### src/rtl/hazard_if.sv
// Hazard controller bundle: D-stage instruction/class/branch inputs,
// stall/flush/forward controls and the stall counter.
interface hazard_if #(
  parameter int STALL_CNT_W = 16
) ();
  logic [31:0]            InstructionD;
  logic [1:0]             optype;
  logic                   PCSrcD;
  logic                   StallF;
  logic                   StallD;
  logic                   FlushD;
  logic                   FlushE;
  logic                   ForwardAD;
  logic                   ForwardBD;
  logic [1:0]             ForwardAE;
  logic [1:0]             ForwardBE;
  logic [STALL_CNT_W-1:0] StallCount;

  modport master (
    output InstructionD, optype, PCSrcD,
    input  StallF, StallD, FlushD, FlushE,
    input  ForwardAD, ForwardBD, ForwardAE, ForwardBE,
    input  StallCount
  );

  modport slave (
    input  InstructionD, optype, PCSrcD,
    output StallF, StallD, FlushD, FlushE,
    output ForwardAD, ForwardBD, ForwardAE, ForwardBE,
    output StallCount
  );
endinterface

### src/rtl/hazard_unit.sv
// Decode-stage hazard controller: E/M/W destination scoreboard, stall,
// flush and forward controls, saturating stall-cycle counter.
// Ports: clk, reset (sync, active-high), hz (hazard_if.slave bundle).
module hazard_unit #(
  parameter int STALL_CNT_W = 16
) (
  input  logic    clk,
  input  logic    reset,
  hazard_if.slave hz
);

  typedef struct packed {
    logic       wr;
    logic [4:0] dst;
    logic       ld;
    logic [4:0] rs;
    logic [4:0] rt;
  } sb_t;

  localparam logic [5:0] OP_LW  = 6'b100011;
  localparam logic [5:0] OP_SW  = 6'b101011;
  localparam logic [5:0] OP_BEQ = 6'b000100;

  sb_t e_q, m_q, w_q;
  sb_t d_ent;
  logic [STALL_CNT_W-1:0] cnt_q;

  logic [5:0] op;
  logic [4:0] rs, rt, rd;
  logic use_rs, use_rt, is_beq;
  logic lwstall, branchstall, stall;
  logic fad, fbd;
  logic [1:0] fae, fbe;

  assign op = hz.InstructionD[31:26];
  assign rs = hz.InstructionD[25:21];
  assign rt = hz.InstructionD[20:16];
  assign rd = hz.InstructionD[15:11];

  always_comb begin
    use_rs = 1'b0;
    use_rt = 1'b0;
    unique case (1'b1)
      hz.optype == 2'b10: begin
        use_rs = 1'b1;
        use_rt = 1'b1;
      end
      hz.optype == 2'b01: begin
        use_rs = 1'b1;
        use_rt = (op == OP_SW) || (op == OP_BEQ);
      end
      default: ;
    endcase
  end

  assign is_beq = (hz.optype == 2'b01) && (op == OP_BEQ);

  // R-type destination takes precedence over a coincident lw opcode.
  always_comb begin
    d_ent = '0;
    d_ent.rs = use_rs ? rs : 5'd0;
    d_ent.rt = use_rt ? rt : 5'd0;
    if (hz.optype == 2'b10) begin
      d_ent.wr  = 1'b1;
      d_ent.dst = rd;
    end else if (op == OP_LW) begin
      d_ent.wr  = 1'b1;
      d_ent.dst = rt;
      d_ent.ld  = 1'b1;
    end
  end

  always_comb begin
    lwstall = e_q.ld && e_q.wr && (e_q.dst != 5'd0) &&
              ((use_rs && (e_q.dst == rs)) ||
               (use_rt && (e_q.dst == rt)));
    branchstall = is_beq && (
      (e_q.wr && (e_q.dst != 5'd0) &&
       ((e_q.dst == rs) || (e_q.dst == rt))) ||
      (m_q.ld && (m_q.dst != 5'd0) &&
       ((m_q.dst == rs) || (m_q.dst == rt))));
    stall = !reset && (lwstall || branchstall);
  end

  always_comb begin
    fad = (rs != 5'd0) && m_q.wr && !m_q.ld && (m_q.dst == rs);
    fbd = (rt != 5'd0) && m_q.wr && !m_q.ld && (m_q.dst == rt);

    fae = 2'b00;
    if ((e_q.rs != 5'd0) && m_q.wr && (m_q.dst == e_q.rs))
      fae = 2'b10;
    else if ((e_q.rs != 5'd0) && w_q.wr && (w_q.dst == e_q.rs))
      fae = 2'b01;

    fbe = 2'b00;
    if ((e_q.rt != 5'd0) && m_q.wr && (m_q.dst == e_q.rt))
      fbe = 2'b10;
    else if ((e_q.rt != 5'd0) && w_q.wr && (w_q.dst == e_q.rt))
      fbe = 2'b01;
  end

  assign hz.StallF     = stall;
  assign hz.StallD     = stall;
  assign hz.FlushE     = stall;
  assign hz.FlushD     = !reset && hz.PCSrcD && !stall;
  assign hz.ForwardAD  = !reset && fad;
  assign hz.ForwardBD  = !reset && fbd;
  assign hz.ForwardAE  = reset ? 2'b00 : fae;
  assign hz.ForwardBE  = reset ? 2'b00 : fbe;
  assign hz.StallCount = cnt_q;

  always_ff @(posedge clk) begin
    if (reset) begin
      e_q   <= '0;
      m_q   <= '0;
      w_q   <= '0;
      cnt_q <= '0;
    end else begin
      w_q <= m_q;
      m_q <= e_q;
      e_q <= stall ? '0 : d_ent;
      if (stall && (cnt_q != '1))
        cnt_q <= cnt_q + 1'b1;
    end
  end

endmodule

### src/flat_wrapper.sv
// flat-port wrapper written by rule: the top's interface ports become plain ports
module hazard_unit_flat 
#(
  parameter int STALL_CNT_W = 16
)
  (clk, reset, hz_InstructionD, hz_optype, hz_PCSrcD, hz_StallF, hz_StallD, hz_FlushD, hz_FlushE, hz_ForwardAD, hz_ForwardBD, hz_ForwardAE, hz_ForwardBE, hz_StallCount);
  hazard_if #(.STALL_CNT_W(STALL_CNT_W)) hz_i ();
  input  logic clk;
  input  logic reset;
  input wire logic [$bits(hz_i.InstructionD)-1:0] hz_InstructionD;
  input wire logic [$bits(hz_i.optype)-1:0] hz_optype;
  input wire logic [$bits(hz_i.PCSrcD)-1:0] hz_PCSrcD;
  output wire logic [$bits(hz_i.StallF)-1:0] hz_StallF;
  output wire logic [$bits(hz_i.StallD)-1:0] hz_StallD;
  output wire logic [$bits(hz_i.FlushD)-1:0] hz_FlushD;
  output wire logic [$bits(hz_i.FlushE)-1:0] hz_FlushE;
  output wire logic [$bits(hz_i.ForwardAD)-1:0] hz_ForwardAD;
  output wire logic [$bits(hz_i.ForwardBD)-1:0] hz_ForwardBD;
  output wire logic [$bits(hz_i.ForwardAE)-1:0] hz_ForwardAE;
  output wire logic [$bits(hz_i.ForwardBE)-1:0] hz_ForwardBE;
  output wire logic [$bits(hz_i.StallCount)-1:0] hz_StallCount;
  assign hz_i.InstructionD = hz_InstructionD;
  assign hz_i.optype = hz_optype;
  assign hz_i.PCSrcD = hz_PCSrcD;
  assign hz_StallF = hz_i.StallF;
  assign hz_StallD = hz_i.StallD;
  assign hz_FlushD = hz_i.FlushD;
  assign hz_FlushE = hz_i.FlushE;
  assign hz_ForwardAD = hz_i.ForwardAD;
  assign hz_ForwardBD = hz_i.ForwardBD;
  assign hz_ForwardAE = hz_i.ForwardAE;
  assign hz_ForwardBE = hz_i.ForwardBE;
  assign hz_StallCount = hz_i.StallCount;
  hazard_unit #(.STALL_CNT_W(STALL_CNT_W)) u_core (.clk(clk), .reset(reset), .hz(hz_i));
endmodule
### config.mk
export PLATFORM = sky130hd
export DESIGN_NAME = hazard_unit_flat
export DESIGN_NICKNAME = d
export VERILOG_FILES = /design/src/rtl/hazard_if.sv /design/src/rtl/hazard_unit.sv /design/src/flat_wrapper.sv
export SDC_FILE = /design/constraint.sdc
export NUM_CORES = 1
export LEC_CHECK = 0
export ABC_AREA = 0
export CORE_MARGIN = 8
export CORE_UTILIZATION = 54
export CTS_BUF_LIST = sky130_fd_sc_hd__clkbuf_4 sky130_fd_sc_hd__clkbuf_8
export CTS_CLUSTER_SIZE = 16
export DETAILED_ROUTE_END_ITERATION = 6
export PLACE_DENSITY = 0.95
export RECOVER_POWER = 25
export SYNTH_ARGS = -nofsm -noshare
export SYNTH_HDL_FRONTEND = slang
export SYNTH_SLANG_ARGS = --single-unit
export TNS_END_PERCENT = 50
### constraint.sdc
create_clock -name clk -period 7.31 [get_ports clk]
set_input_delay 1.462 -clock clk [delete_from_list [all_inputs] [get_ports clk]]
set_output_delay 1.462 -clock clk [all_outputs]
set_load 0.02 [all_outputs]
; Word level (Yosys, flattened, before mapping)
; Cells that the tools add are included.
[totals]
regBits = 46
inputBits = 37
output_inout_bits = 26
wordCells = 89
[classes]
addsub = 1
eq_ne = 14
muxes = 10
n_bitwise = 2
n_reduce_logical = 51
[ops]
columns = op, n
row1 = $eq 5x5->1, 8
row2 = $logic_and 1x1->1, 31
row3 = $reduce_bool 5->1, 6
row4 = $add 16x1->16 const B, 1
row5 = $ne 16x16->1 const B, 1
row6 = $eq 6x6->1 const B, 2
row7 = $reduce_or 3->1, 3
row8 = $mux 2, 4
row9 = $mux 7, 1
row10 = $eq 6x3->1 const B, 1
row11 = $logic_or 1x1->1, 6
row12 = $mux 6, 1
row13 = $reduce_or 2->1, 2
row14 = $logic_not 1->1, 3
row15 = $mux 1, 3
row16 = $eq 2x1->1 const B, 1
row17 = $eq 2x2->1 const B, 1
row18 = $not 1->1, 2
row19 = $pmux 1 s2, 1

; Longest topological paths before layout
; Gate-level depths: netlist (run 1).
[logic_depth]
depth_word = 10
depth_mapped = 11
depth_no_buf = 9

; Least setup slack after synthesis (run 1)
; No wires, ideal clock.
[synth_timing]
path_type = input to output
start = in hz_optype[1]
end = out hz_StallD
t_arrival_ps = 3252
required_ps = 5848
slack_ps = 2596
cell_stages = 11
n_path_buf = 3
cell_sequence = inv_1 -> ha_1 -> nand4bb_1 -> nor4_2 -> o211ai_1 -> a21oi_1 -> o21ai_2 -> buf_4 -> buf_2 -> nor2_1 -> buf_4
[synth_between]
elab_chain_cells = 8
[synth_lines]
columns = item, line_no
row1 = start: declaration, flat_wrapper.sv:11  ; input wire logic [$bits(hz_i.optype)-1:0] hz_optype;
row2 = $eq 2x2->1 / $eq 2x1->1 (equally long branches), "hazard_unit.sv:44, hazard_unit.sv:48, hazard_unit.sv:56"
row3 = $reduce_or 2->1 (no line), --
row4 = $mux 1, hazard_unit.sv:43  ; unique case (1'b1)
row5 = $logic_and 1x1->1, hazard_unit.sv:75  ; ((use_rs && (e_q.dst == rs)) ||
row6 = $logic_or 1x1->1, hazard_unit.sv:75
row7 = $logic_and 1x1->1, hazard_unit.sv:74  ; lwstall = e_q.ld && e_q.wr && (e_q.dst != 5'd0) &&
row8 = $logic_or 1x1->1 (*), hazard_unit.sv:82  ; stall = !reset && (lwstall || branchstall);
row9 = $logic_and 1x1->1 (*), hazard_unit.sv:82
row10 = end: declaration, flat_wrapper.sv:14  ; output wire logic [$bits(hz_i.StallD)-1:0] hz_StallD;
; Mark *: on every way between the ends. The rest lies on a longest branch, timed or not.

; Worst setup path in the final report (run 1)
[layout_timing]
start = in hz_optype[1]
end = out hz_FlushD
[layout_between]
elab_chain_cells = 10
[layout_lines]
columns = item, line_no
row1 = $eq 2x2->1 / $eq 2x1->1 (equally long branches), "hazard_unit.sv:44, hazard_unit.sv:48, hazard_unit.sv:56"
row2 = $reduce_or 2->1 (no line), --
row3 = $mux 1, hazard_unit.sv:43
row4 = $logic_and 1x1->1, hazard_unit.sv:75
row5 = $logic_or 1x1->1, hazard_unit.sv:75
row6 = $logic_and 1x1->1, hazard_unit.sv:74
row7 = $logic_or 1x1->1 (*), hazard_unit.sv:82
row8 = $logic_and 1x1->1 (*), hazard_unit.sv:82
row9 = $logic_not 1->1 (*), hazard_unit.sv:105  ; assign hz.FlushD = !reset && hz.PCSrcD && !stall;
row10 = $logic_and 1x1->1 (*), hazard_unit.sv:105
row11 = end: declaration, flat_wrapper.sv:15  ; output wire logic [$bits(hz_i.FlushD)-1:0] hz_FlushD;
; Marked as above.

==> summary.md, run 1 <==
| Metric | Value |
|---|---|
| Result of the run | finished clean |
| Placed Cells | 360 |
| Combinational Power Share | 11.4% |
| Internal power | 346 uW |
| Antenna cell count | 0 |
| Crit Path Category | in2out |
| Post-CTS setup repair buffer count | 0 |
| Hold wc startpoint | u_core.e_q[10] |
| Crit. End Element | output port |
| Cell depth of the worst hold path | 1 |
| # hold bufs at CTS | 0 |
| Ratio of final minimum period to clock period | 76.8% |
| Standard cell with the maximum stage delay on the critical path | clkdlybuf4s50_1 |
| Worst vdd rail ir drop | 0.131 mV |
| Wire length reported by the detailed router | 5800 um |
| Clk Latency, worst-skew pair | 0.29 ns |
| Maximum fanout along the worst path | 35 |
| Minimum clock period | 5.61 ns |
| Setup total negative slack | 0 ns |
| Arrival time of data at the critical path endpoint | 4.15 ns |
| I/O pin total | 63 |
| Via-to-Cell Ratio | 5.91 |
| Overall die width | a little over 80 um |
| Ratio of cells with drive above 1 in the final layout | 4.76% |
| Synthesized instance count | approximately 270 |
| Power density relative to cell area | 152 nW/um2 |
| Mean post-synth cell area | 8.88 um2 |
| Sequence of cells on the critical path | clkdlybuf4s50_1, inv_1, ha_1, nand4bb_1, nor4_2, a311oi_1, a21oi_1, o21ai_2, buf_4, and3_1, clkdlybuf4s50_1 |
| Synth Register Bits | 46 |
| Routability cong. | 0.863 |
| Die Area | 6910 um2 |
| Biggest cell delay along the critical path | 0.60 ns |
| Maximum number of pins on one net before global-route repair | 36 |
| End of the worst hold path | u_core.m_q[10] |
| Number of standard-cell rows in the floorplan | 24 |
| Final setup vio count | 0 |
| Number of warnings reported in the yosys synthesis log | 0 |
| Iteration-0 DRC Markers | between 100 and 150 |
| Net count after synthesis | 314 |
| Nature of the critical path startpoint | primary input |
| Count of vias placed by the detailed router | 2169 |
| CTS tree | yes |
| Total GRT Usage | 17.1% |
| Final Hold Vio Count | 0 |
| Vias in the first global route | between 2000 and 2500 |
| Total congestion overflow after global routing | 0 |
| Max_cap viols | 0 |
| Number of antenna violations at the first check in global routing | 0 |
| P_leak | 1.06 nW |
| Cell family with most CP delay | buffers and inverters |
| Final Non-Filler Cells | 367 |
| Detailed-route wire length per cell | around 16 um |
| Clock network fraction of total power | 31.7% |
| Number of port buffers | 51 |
| Most numerous cell on the critical path | clkdlybuf4s50_1 |
| Count of distinct cell types in the synthesized netlist | 41 |
| Area contributors post-synth | dfxtp_1 (38%), xnor2_1 (8.6%), xor2_1 (5.8%), or4_1 (5.6%), a21oi_1 (4.7%) |
| H-Tree Level Count | 2 |
| Clock Pin Slew Worst Setup and Hold Paths | 0.08 ns |
| Cell area after technology mapping | 2430 um2 |
| Top cell type by total area after synthesis | dfxtp_1 |
| Area added between synthesis and finish | 23.5% |
| Flop-to-flop setup slack | 4.73 ns |
| Most frequent cell after synthesis | dfxtp_1 |
| Core area | 4350 um2 |
| Number of buffers on the longest clock path | 2 |
| Required time of the critical path | between 5 and 6 ns |
| Antenna-violating nets left | 0 |
| Number of slew-limit violations in the final report | 0 |
| Number of clock buffers inserted by TritonCTS | 5 |
| Drt drc | 0 |
| Crit Reg-Reg Endpoint | u_core.hz.StallCount[1] |
| List of most frequent post-synthesis cells | dfxtp_1 (46), xnor2_1 (24), a21oi_1 (23), or4_1 (18), xor2_1 (16) |
| Starting density of the core | between 50% and 60% |
| Switch share | 24.2% |
| Setup clock skew after layout | 0.00618 ns |
| DIE HEIGHT | 83.1 um |
| Clk Tree Root Cell | clkbuf_8 |
| Proportion of power drawn by flip-flops and latches | 56.9% |
| Setup repair after global routing missed its margin | no |
| Number of sinks on the clock net | 46 |
| Proportion of register bits with asynchronous set or reset after synthesis | 0% |
| Max-slew headroom at the worst pin | 44.3% |
| Max Freq | 0.178 GHz |
| Number of optimization iterations in the first detailed-route pass | 4 |
| DP Wirelength | 4410 um |
| Number of gates resized after cts | 0 |
| Share of Yosys cell area claimed by the top area cell type | 37.8% |
| Sw Pwr | 110 uW |
| Number of buffer and inverter stages on the critical path | 4 |
| Proportion of synthesized chip area in sequential cells | 37.8% |
| Depth of the worst register-to-register path | 7 |
| Type of the tightest min-delay check | reg2reg |
| Fin nets | 355 |
| Reg-to-Reg Start | u_core.hz.StallCount[4] |
| Slew at the pin with the worst max-slew slack | 0.836 ns |
| Main synth FF type | dfxtp_1 |
| Number of flops mapped to enable cells by yosys | 0 |
| Hold slack final | 0.477 ns |
| Wire length of the first global-routing pass | between 10000 and 15000 um |
==> layer usage <==
| metal | GRT usage, % | vias to the layer above | routed length (um) |
|---|---|---|---|
| met3 | 5.47 | 9 | 349 |
| met2 | 30.1 | 69 | 3000 |
| met1 | 18.8 | 1022 | 2360 |
| met4 | 6.07 | 0 | 97 |
| li1 | - | 1069 | - |
| met5 | 0 | - | 0 |
==> cell usage in the layout, fill, tap and decap left out, types with 2 or more instances in the layout <==
cell type / instances
and3_1: 5
nor2b_1: 15
nor4_1: 4
or4_1: 18
and3_4: 2
clkdlybuf4s50_1: 45
nor3b_1: 10
nor2_1: 13
xor2_1: 16
clkbuf_8: 5
nand2b_1: 2
clkinv_2: 2
dfxtp_1: 46
ha_1: 3
inv_1: 6
dlygate4sd3_1: 6
xnor2_1: 24
a21oi_1: 23
nand3_1: 11
nor3_1: 7
o31ai_1: 12
nand4_1: 5
nand2_1: 8
and2_1: 8
==> kinds of logic (layout without fill, tap and decap cells) <==
kind of cell,count (synthesis),count (layout),share of synthesized area (%)
multiplexers,1,1,0.463
adder cells (fa/ha/maj),3,3,1.54
AND/OR/NAND/NOR,115,115,29.6
XOR/XNOR,40,40,14.4
flip-flops,46,46,37.8
buffers and inverters,25,66,4.73
AO/OA/AOI/OAI,44,44,11.5
==> per-stage QoR <==
| stage | power [mW] | cell area (um2) | util (%) | worst slack [ns] |
|---|---|---|---|---|
| floorplan | 0.293 | 2430 | - | 2.60 |
| global placement | 0.315 | 2930 | 67.3 | 1.81 |
| detailed placement | 0.317 | 2930 | 67.3 | 1.71 |
| CTS | 0.459 | 3010 | 69.1 | 1.70 |
| global route | 0.476 | 3010 | 69.1 | 1.47 |
| finish | 0.456 | 3010 | 69.1 | 1.70 |
==> final cells by class <==
| class | instances | area [um2] |
|---|---|---|
| Clock buffer | 5 | 68.8 |
| Clock inverter | 2 | 10.0 |
| Multi-Input combinational cell | 203 | 1400 |
| Timing Repair Buffer | 53 | 522 |
| Tap cell | 52 | 65.1 |
| Fill cell | 355 | 1350 |
| Inverter | 6 | 22.5 |
| Sequential cell | 46 | 921 |
==> flip-flops by register name (all words and copies together), names as in the netlist <==
signal and cells:
u_core.m_q 7, u_core.hz.StallCount 16, u_core.w_q 6, u_core.e_q 17
==> worst register-to-register path, stage by stage, from the launching register on <==
cell and delay [ns]:
dfxtp_1 0.42, and3_1 0.22, and3_4 0.22, and4_4 0.24
and3_4 0.20, a41o_1 0.72, nor2_1 0.11, mux2_1 0.33
==> worst max-delay path by stage <==
stage	start	end	slack [ns]	depth (start not counted)
global placement	hz_optype[1]	hz_FlushD	1.81	11
global route	hz_optype[1]	hz_FlushD	1.47	11
finish	hz_optype[1]	hz_FlushD	1.70	11
detailed placement	hz_optype[1]	hz_FlushD	1.71	11
CTS	hz_optype[1]	hz_FlushD	1.70	11
floorplan	hz_optype[1]	hz_StallD	2.60	11
==> power groups by stage <==
stage	clock (mW)	combinational [mW]	sequential [mW]
floorplan	0	0.0298	0.263
global placement	0	0.0497	0.265
detailed placement	0	0.0518	0.266
CTS	0.147	0.0524	0.260
global route	0.158	0.0578	0.260
finish	0.144	0.0521	0.260
No activity file was read; power rests on OpenSTA's default activity.
==> run 2, diff against run 1 <==
--- a/config.mk
+++ b/config.mk
@@ -7,11 +7,11 @@
 export LEC_CHECK = 0
 export ABC_AREA = 0
 export CORE_MARGIN = 8
-export CORE_UTILIZATION = 54
+export CORE_UTILIZATION = 46
 export CTS_BUF_LIST = sky130_fd_sc_hd__clkbuf_4 sky130_fd_sc_hd__clkbuf_8
 export CTS_CLUSTER_SIZE = 16
 export DETAILED_ROUTE_END_ITERATION = 6
-export PLACE_DENSITY = 0.95
+export PLACE_DENSITY = 0.89
 export RECOVER_POWER = 25
 export SYNTH_ARGS = -nofsm -noshare
 export SYNTH_HDL_FRONTEND = slang
==> constraint.sdc (replaced) <==
create_clock -name clk -period 5.15 [get_ports clk]
set_input_delay 1.03 -clock clk [delete_from_list [all_inputs] [get_ports clk]]
set_output_delay 1.03 -clock clk [all_outputs]
set_load 0.02 [all_outputs]
==> summary.md, run 2 (same netlist as run 1, synthesis figures left out) <==
| Metric | Value |
|---|---|
| Most common cell after layout, fill and taps aside | dfxtp_1 (unchanged) |
| Switch share | 23.2% (was 24.2%) |
| Max reg flops | 17 (unchanged) |
| Vias in the first global route | 2107 (was 2260) |
| Highest-count cells in the layout ignoring fill and taps | dfxtp_1 (46), clkdlybuf4s50_1 (45), xnor2_1 (24), a21oi_1 (23), or4_1 (18) (unchanged) |
| Number of optimization iterations in the first detailed-route pass | 4 (unchanged) |
| Via-to-Cell Ratio | 5.51 (was 5.91) |
| Arrival time of data at the critical path endpoint | 3.63 ns (was 4.15 ns) |
| Setup repair after global routing missed its margin | no (unchanged) |
| Wire length of the first global-routing pass | 9890 um (was 10200 um) |
| Number of buffer and inverter stages on the critical path | 3 (was 4) |
| P_leak | 1.08 nW (was 1.06 nW) |
| Crit. End Element | output port (unchanged) |
| Result of the run | finished clean (unchanged) |
| Ratio of cells with drive above 1 in the final layout | 5.05% (was 4.76%) |
| DP Wirelength | 4610 um (was 4410 um) |
| Slew at the pin with the worst max-slew slack | 0.837 ns (was 0.836 ns) |
| Sequence of cells on the critical path | clkdlybuf4s50_1, inv_1, ha_1, nand4bb_1, nor4_2, a311oi_1, a21oi_1, o21ai_2, and3_1, clkdlybuf4s50_1 (was clkdlybuf4s50_1, inv_1, ha_1, nand4bb_1, nor4_2, a311oi_1, a21oi_1, o21ai_2, buf_4, and3_1, clkdlybuf4s50_1) |
| Clock network fraction of total power | 37.6% (was 31.7%) |
| Number of standard-cell rows in the floorplan | 26 (was 24) |
| Starting density of the core | 47.6% (was 55.9%) |
| Max-slew headroom at the worst pin | 44.2% (was 44.3%) |
| Post-CTS setup repair buffer count | 0 (unchanged) |
| DIE HEIGHT | 88.7 um (was 83.1 um) |
| Fin nets | 356 (was 355) |
| Total congestion overflow after global routing | 0 (unchanged) |
| Number of clock buffers inserted by TritonCTS | 5 (unchanged) |
| Antenna cell count | 0 (unchanged) |
| Maximum number of pins on one net before global-route repair | 30 (was 36) |
| Number of buffers on the longest clock path | 2 (unchanged) |
| Overall die width | 88.7 um (was 83.1 um) |
| Number of sinks on the clock net | 46 (unchanged) |
| Standard cell with the maximum stage delay on the critical path | clkdlybuf4s50_1 (unchanged) |
| Detailed-route wire length per cell | 15.5 um (was 15.8 um) |
| Setup total negative slack | 0 ns (unchanged) |
| Routability cong. | 0.890 (was 0.863) |
| Minimum clock period | 4.66 ns |
| Cell family with most CP delay | buffers and inverters (unchanged) |
| Crit Path Category | in2out (unchanged) |
| Sw Pwr | 164 uW (was 110 uW) |
| Clock Pin Slew Worst Setup and Hold Paths | 0.08 ns (about the same) |
| Die Area | 7870 um2 (was 6910 um2) |
| Proportion of power drawn by flip-flops and latches | 51.9% (was 56.9%) |
| Number of antenna violations at the first check in global routing | 0 (unchanged) |
| Wire length reported by the detailed router | 6000 um (was 5800 um) |
| Worst vdd rail ir drop | 0.129 mV (was 0.131 mV) |
| Final Hold Vio Count | 0 (unchanged) |
| Nature of the critical path startpoint | primary input (unchanged) |
| Iteration-0 DRC Markers | 97 (was 108) |
| Placed Cells | 379 (was 360) |
| H-Tree Level Count | 2 (unchanged) |
| Setup clock skew after layout | 0.00310 ns (was 0.00618 ns) |
| Combinational Power Share | 10.5% (was 11.4%) |
| Type of the tightest min-delay check | reg2reg (unchanged) |
| Clk Tree Root Cell | clkbuf_8 (unchanged) |
| Number of gates resized after cts | 0 (unchanged) |
| Clk Latency, worst-skew pair | 0.29 ns (about the same) |
| # hold bufs at CTS | 0 (unchanged) |
| Power density relative to cell area | 231 nW/um2 (was 152 nW/um2) |
| Core area | 5110 um2 (was 4350 um2) |
| CTS tree | yes (unchanged) |
| Internal power | 545 uW (was 346 uW) |
| Register containing the most flip-flops in the final layout | u_core.e_q (unchanged) |
| Drt drc | 0 (unchanged) |
| Antenna-violating nets left | 0 (unchanged) |
| Ratio of final minimum period to clock period | 90.4% |
| Required time of the critical path | 4.12 ns (was 5.85 ns) |
| Max_cap viols | 0 (unchanged) |
| I/O pin total | 63 (unchanged) |
| Final setup vio count | 0 (unchanged) |
| Count of vias placed by the detailed router | 2133 (was 2169) |
| Maximum fanout along the worst path | 14 (was 35) |
| Area added between synthesis and finish | 26.0% (was 23.5%) |
| Total GRT Usage | 15.8% (was 17.1%) |
| Number of port buffers | 51 (unchanged) |
| Number of slew-limit violations in the final report | 0 (unchanged) |
| Most numerous cell on the critical path | clkdlybuf4s50_1 (unchanged) |
| Final Non-Filler Cells | 387 (was 367) |
| Biggest cell delay along the critical path | 0.60 ns (about the same) |
| Max Freq | 0.215 GHz |
==> run 2: cell count changes in the layout (fill, tap and decap cells not counted), sizes merged <==
cell and delta:
inv +1, clkbuf +1, clkinv -1, bufinv +1
==> run 2: routing by layer <==
layer,GRT usage [%],vias to the layer above,share of wire [%]
met5,0,-,0
met4,5.99,0,1.6
met3,2.79,10,4.8
met2,28.4,63,51
met1,18.1,990,42
li1,-,1070,-
==> run 2: per-stage QoR <==
step	area, um2	utilization (%)	setup WS [ns]	total power, mW	hold WS (ns)
2_1_floorplan	2430	-	1.30	0.416	0.431
3_3_place_gp	2960	58.0	0.606	0.448	0.443
3_5_place_dp	2960	58.0	0.518	0.452	0.444
4_1_cts	3070	60.2	0.516	0.714	0.463
5_1_grt	3070	60.0	0.368	0.742	0.472
6_report	3070	60.0	0.492	0.710	0.462
==> run 2: final cells by class <==
cell class                 instances  area, um2
clock inverter                     3       43.8
multi-input combinational        203       1400
tap                               70       87.6
clock buffer                       5       68.8
inverter                           6       22.5
sequential                        46        921
timing repair buffer              54        526
fill                             452       2040
==> run 2: path summary, 6_finish.rpt <==
kind / startpoint / to / slack [ns] / cells after the start
worst max-delay path: hz_optype[1] / hz_FlushD / 0.49 / 10
worst max register to register: u_core.m_q[12] / u_core.e_q[6] / 2.45 / 7
worst min register to register: u_core.e_q[16] / u_core.m_q[16] / 0.46 / 1
worst min-delay path: u_core.e_q[16] / u_core.m_q[16] / 0.46 / 1
==> run 2: power by group through the flow <==
stage	Combinational [mW]	Sequential (mW)	Clock, mW
2_1_floorplan	0.0422	0.374	0
3_3_place_gp	0.0717	0.377	0
3_5_place_dp	0.0748	0.377	0
5_1_grt	0.0816	0.370	0.291
4_1_cts	0.0751	0.369	0.270
6_report	0.0743	0.369	0.267
==> run 3, diff against run 2 <==
--- a/config.mk
+++ b/config.mk
@@ -6,7 +6,7 @@
 export NUM_CORES = 1
 export LEC_CHECK = 0
 export ABC_AREA = 0
-export CORE_MARGIN = 8
+export CORE_MARGIN = 5
 export CORE_UTILIZATION = 46
 export CTS_BUF_LIST = sky130_fd_sc_hd__clkbuf_4 sky130_fd_sc_hd__clkbuf_8
 export CTS_CLUSTER_SIZE = 16
==> summary.md, run 3 (same netlist as run 1, synthesis figures left out) <==
| Metric | Value |
|---|---|
| Power density relative to cell area | 231 nW/um2 (about the same) |
| Worst vdd rail ir drop | 0.127 mV (was 0.129 mV) |
| Fin nets | 356 (unchanged) |
| Total congestion overflow after global routing | 0 (unchanged) |
| I/O pin total | 63 (unchanged) |
| Setup total negative slack | 0 ns (unchanged) |
| DP Wirelength | 4230 um (was 4610 um) |
| Clock Pin Slew Worst Setup and Hold Paths | 0.08 ns (about the same) |
| Highest-count cells in the layout ignoring fill and taps | dfxtp_1 (46), clkdlybuf4s50_1 (45), xnor2_1 (24), a21oi_1 (23), or4_1 (18) (unchanged) |
| Max reg flops | 17 (unchanged) |
| Total GRT Usage | 17.4% (was 15.8%) |
| Number of port buffers | 51 (unchanged) |
| Iteration-0 DRC Markers | 104 (was 97) |
| Required time of the critical path | 4.12 ns (about the same) |
| Max_cap viols | 0 (unchanged) |
| Overall die width | 82.7 um (was 88.7 um) |
| Flop-to-flop setup slack | 2.59 ns (was 2.45 ns) |
| Type of the tightest min-delay check | reg2reg (unchanged) |
| Die Area | 6850 um2 (was 7870 um2) |
| Ratio of final minimum period to clock period | 89.3% (was 90.4%) |
| Number of clock buffers inserted by TritonCTS | 5 (unchanged) |
| Depth of the worst register-to-register path | 7 (unchanged) |
| DIE HEIGHT | 82.7 um (was 88.7 um) |
| Number of slew-limit violations in the final report | 0 (unchanged) |
| Max Freq | 0.218 GHz (was 0.215 GHz) |
| Vias in the first global route | 2041 (was 2107) |
| Overall Power | 710 uW (about the same) |
| CTS tree | yes (unchanged) |
| Ratio of cells with drive above 1 in the final layout | 5.36% (was 5.05%) |
| Maximum fanout along the worst path | 16 (was 14) |
| Via-to-Cell Ratio | 5.44 (was 5.51) |
| Number of buffers on the longest clock path | 2 (unchanged) |
| Wire length of the first global-routing pass | 9320 um (was 9890 um) |
| Antenna cell count | 0 (unchanged) |
| Arrival time of data at the critical path endpoint | 3.57 ns (was 3.63 ns) |
| Final Non-Filler Cells | 387 (unchanged) |
| Routability cong. | 0.885 (was 0.890) |
| Max-slew headroom at the worst pin | 45.9% (was 44.2%) |
| # hold bufs at CTS | 0 (unchanged) |
| Crit Reg-Reg Endpoint | u_core.hz.StallCount[1] (was u_core.e_q[6]) |
| Result of the run | finished clean (unchanged) |
| Number of gates resized after cts | 0 (unchanged) |
| Setup repair after global routing missed its margin | no (unchanged) |
| Antenna-violating nets left | 0 (unchanged) |
| Starting density of the core | 47.6% (unchanged) |
| Number of sinks on the clock net | 46 (unchanged) |
| Crit. End Element | output port (unchanged) |
| Register containing the most flip-flops in the final layout | u_core.e_q (unchanged) |
| Post-CTS setup repair buffer count | 0 (unchanged) |
| Placed Cells | 379 (unchanged) |
| Clk Tree Root Cell | clkbuf_8 (unchanged) |
| Final setup vio count | 0 (unchanged) |
| Drt drc | 0 (unchanged) |
| Source of the critical timing path | hz_optype[0] (was hz_optype[1]) |
| Most common cell after layout, fill and taps aside | dfxtp_1 (unchanged) |
| Nature of the critical path startpoint | primary input (unchanged) |
| Maximum number of pins on one net before global-route repair | 30 (unchanged) |
| Core area | 5110 um2 (unchanged) |
| Setup clock skew after layout | 0.00690 ns (was 0.00310 ns) |
| Final Hold Vio Count | 0 (unchanged) |
| End of the critical path | hz_FlushD (unchanged) |
| Clk Latency, worst-skew pair | 0.29 ns (about the same) |
| Number of standard-cell rows in the floorplan | 26 (unchanged) |
| Slew at the pin with the worst max-slew slack | 0.812 ns (was 0.837 ns) |
| Area added between synthesis and finish | 26.2% (was 26.0%) |
| Count of vias placed by the detailed router | 2105 (was 2133) |
| Minimum clock period | 4.60 ns (was 4.66 ns) |
| Wire length reported by the detailed router | 5550 um (was 6000 um) |
| Number of antenna violations at the first check in global routing | 0 (unchanged) |
| P_leak | 1.08 nW (about the same) |
| H-Tree Level Count | 2 (unchanged) |
| Reg-to-Reg Start | u_core.hz.StallCount[4] (was u_core.m_q[12]) |
| Detailed-route wire length per cell | 14.4 um (was 15.5 um) |
| Crit Path Category | in2out (unchanged) |
| Number of optimization iterations in the first detailed-route pass | 4 (unchanged) |
[run 3: cell count changes in the layout (fill, tap and decap cells not counted)]
cell,previous run,this run
inv_6,1,0
buf_4,1,2
clkbuf_1,2,1
clkbuf_4,0,2
clkinv_2,1,0
[run 3: worst max-delay path, cell delays in order]
cell and delay (ns):
clkdlybuf4s50_1 0.49, inv_1 0.05, ha_1 0.34, a311oi_1 0.41, a21oi_1 0.14, o21ai_2 0.26
and3_1 0.24, clkdlybuf4s50_1 0.61
[run 3: how the worst min path moves through the flow]
| stage | startpoint | end | slack (ns) | cells after the start |
|---|---|---|---|---|
| global placement | u_core.e_q[10] | u_core.m_q[10] | 0.46 | 1 |
| finish | u_core.e_q[16] | u_core.m_q[16] | 0.48 | 1 |
| floorplan | u_core.e_q[16] | u_core.m_q[16] | 0.43 | 1 |
| CTS | u_core.e_q[16] | u_core.m_q[16] | 0.48 | 1 |
| detailed placement | u_core.e_q[16] | u_core.m_q[16] | 0.47 | 1 |
| global route | u_core.e_q[16] | u_core.m_q[16] | 0.50 | 1 |
[run 3: layout make-up]
cell class              instances  area (um2)
fillers                       433        2040
multi-input cells             203        1400
flip-flops and latches         46         921
repair buffers                 54         529
well taps                      70        87.6
clock buffers                   7        83.8
clock inverters                 1        30.0
inverters                       6        22.5
[run 3: layer usage]
metal  GRT usage (%)  vias up  wire length (um)
li1                -     1071                 -
met1            22.4      977              2430
met2            30.0       47              2810
met3            3.04       10               223
met4            4.25        0                85
met5               0        -                 0
[run 3: through the flow]
| step | hold slack (ns) | util (%) | cell area [um2] | setup slack, ns |
|---|---|---|---|---|
| 2_1_floorplan | 0.431 | - | 2430 | 1.30 |
| 5_1_grt | 0.503 | 60.1 | 3070 | 0.368 |
| 3_5_place_dp | 0.466 | 58.0 | 2960 | 0.545 |
| 3_3_place_gp | 0.458 | 58.0 | 2960 | 0.596 |
| 4_1_cts | 0.482 | 60.2 | 3080 | 0.547 |
| 6_report | 0.482 | 60.1 | 3070 | 0.553 |
[run 3: power by group]
part	switching [mW]	internal (mW)	total [mW]
sequential	0.00733	0.361	0.369
clock	0.112	0.156	0.268
combinational	0.0348	0.0389	0.0737
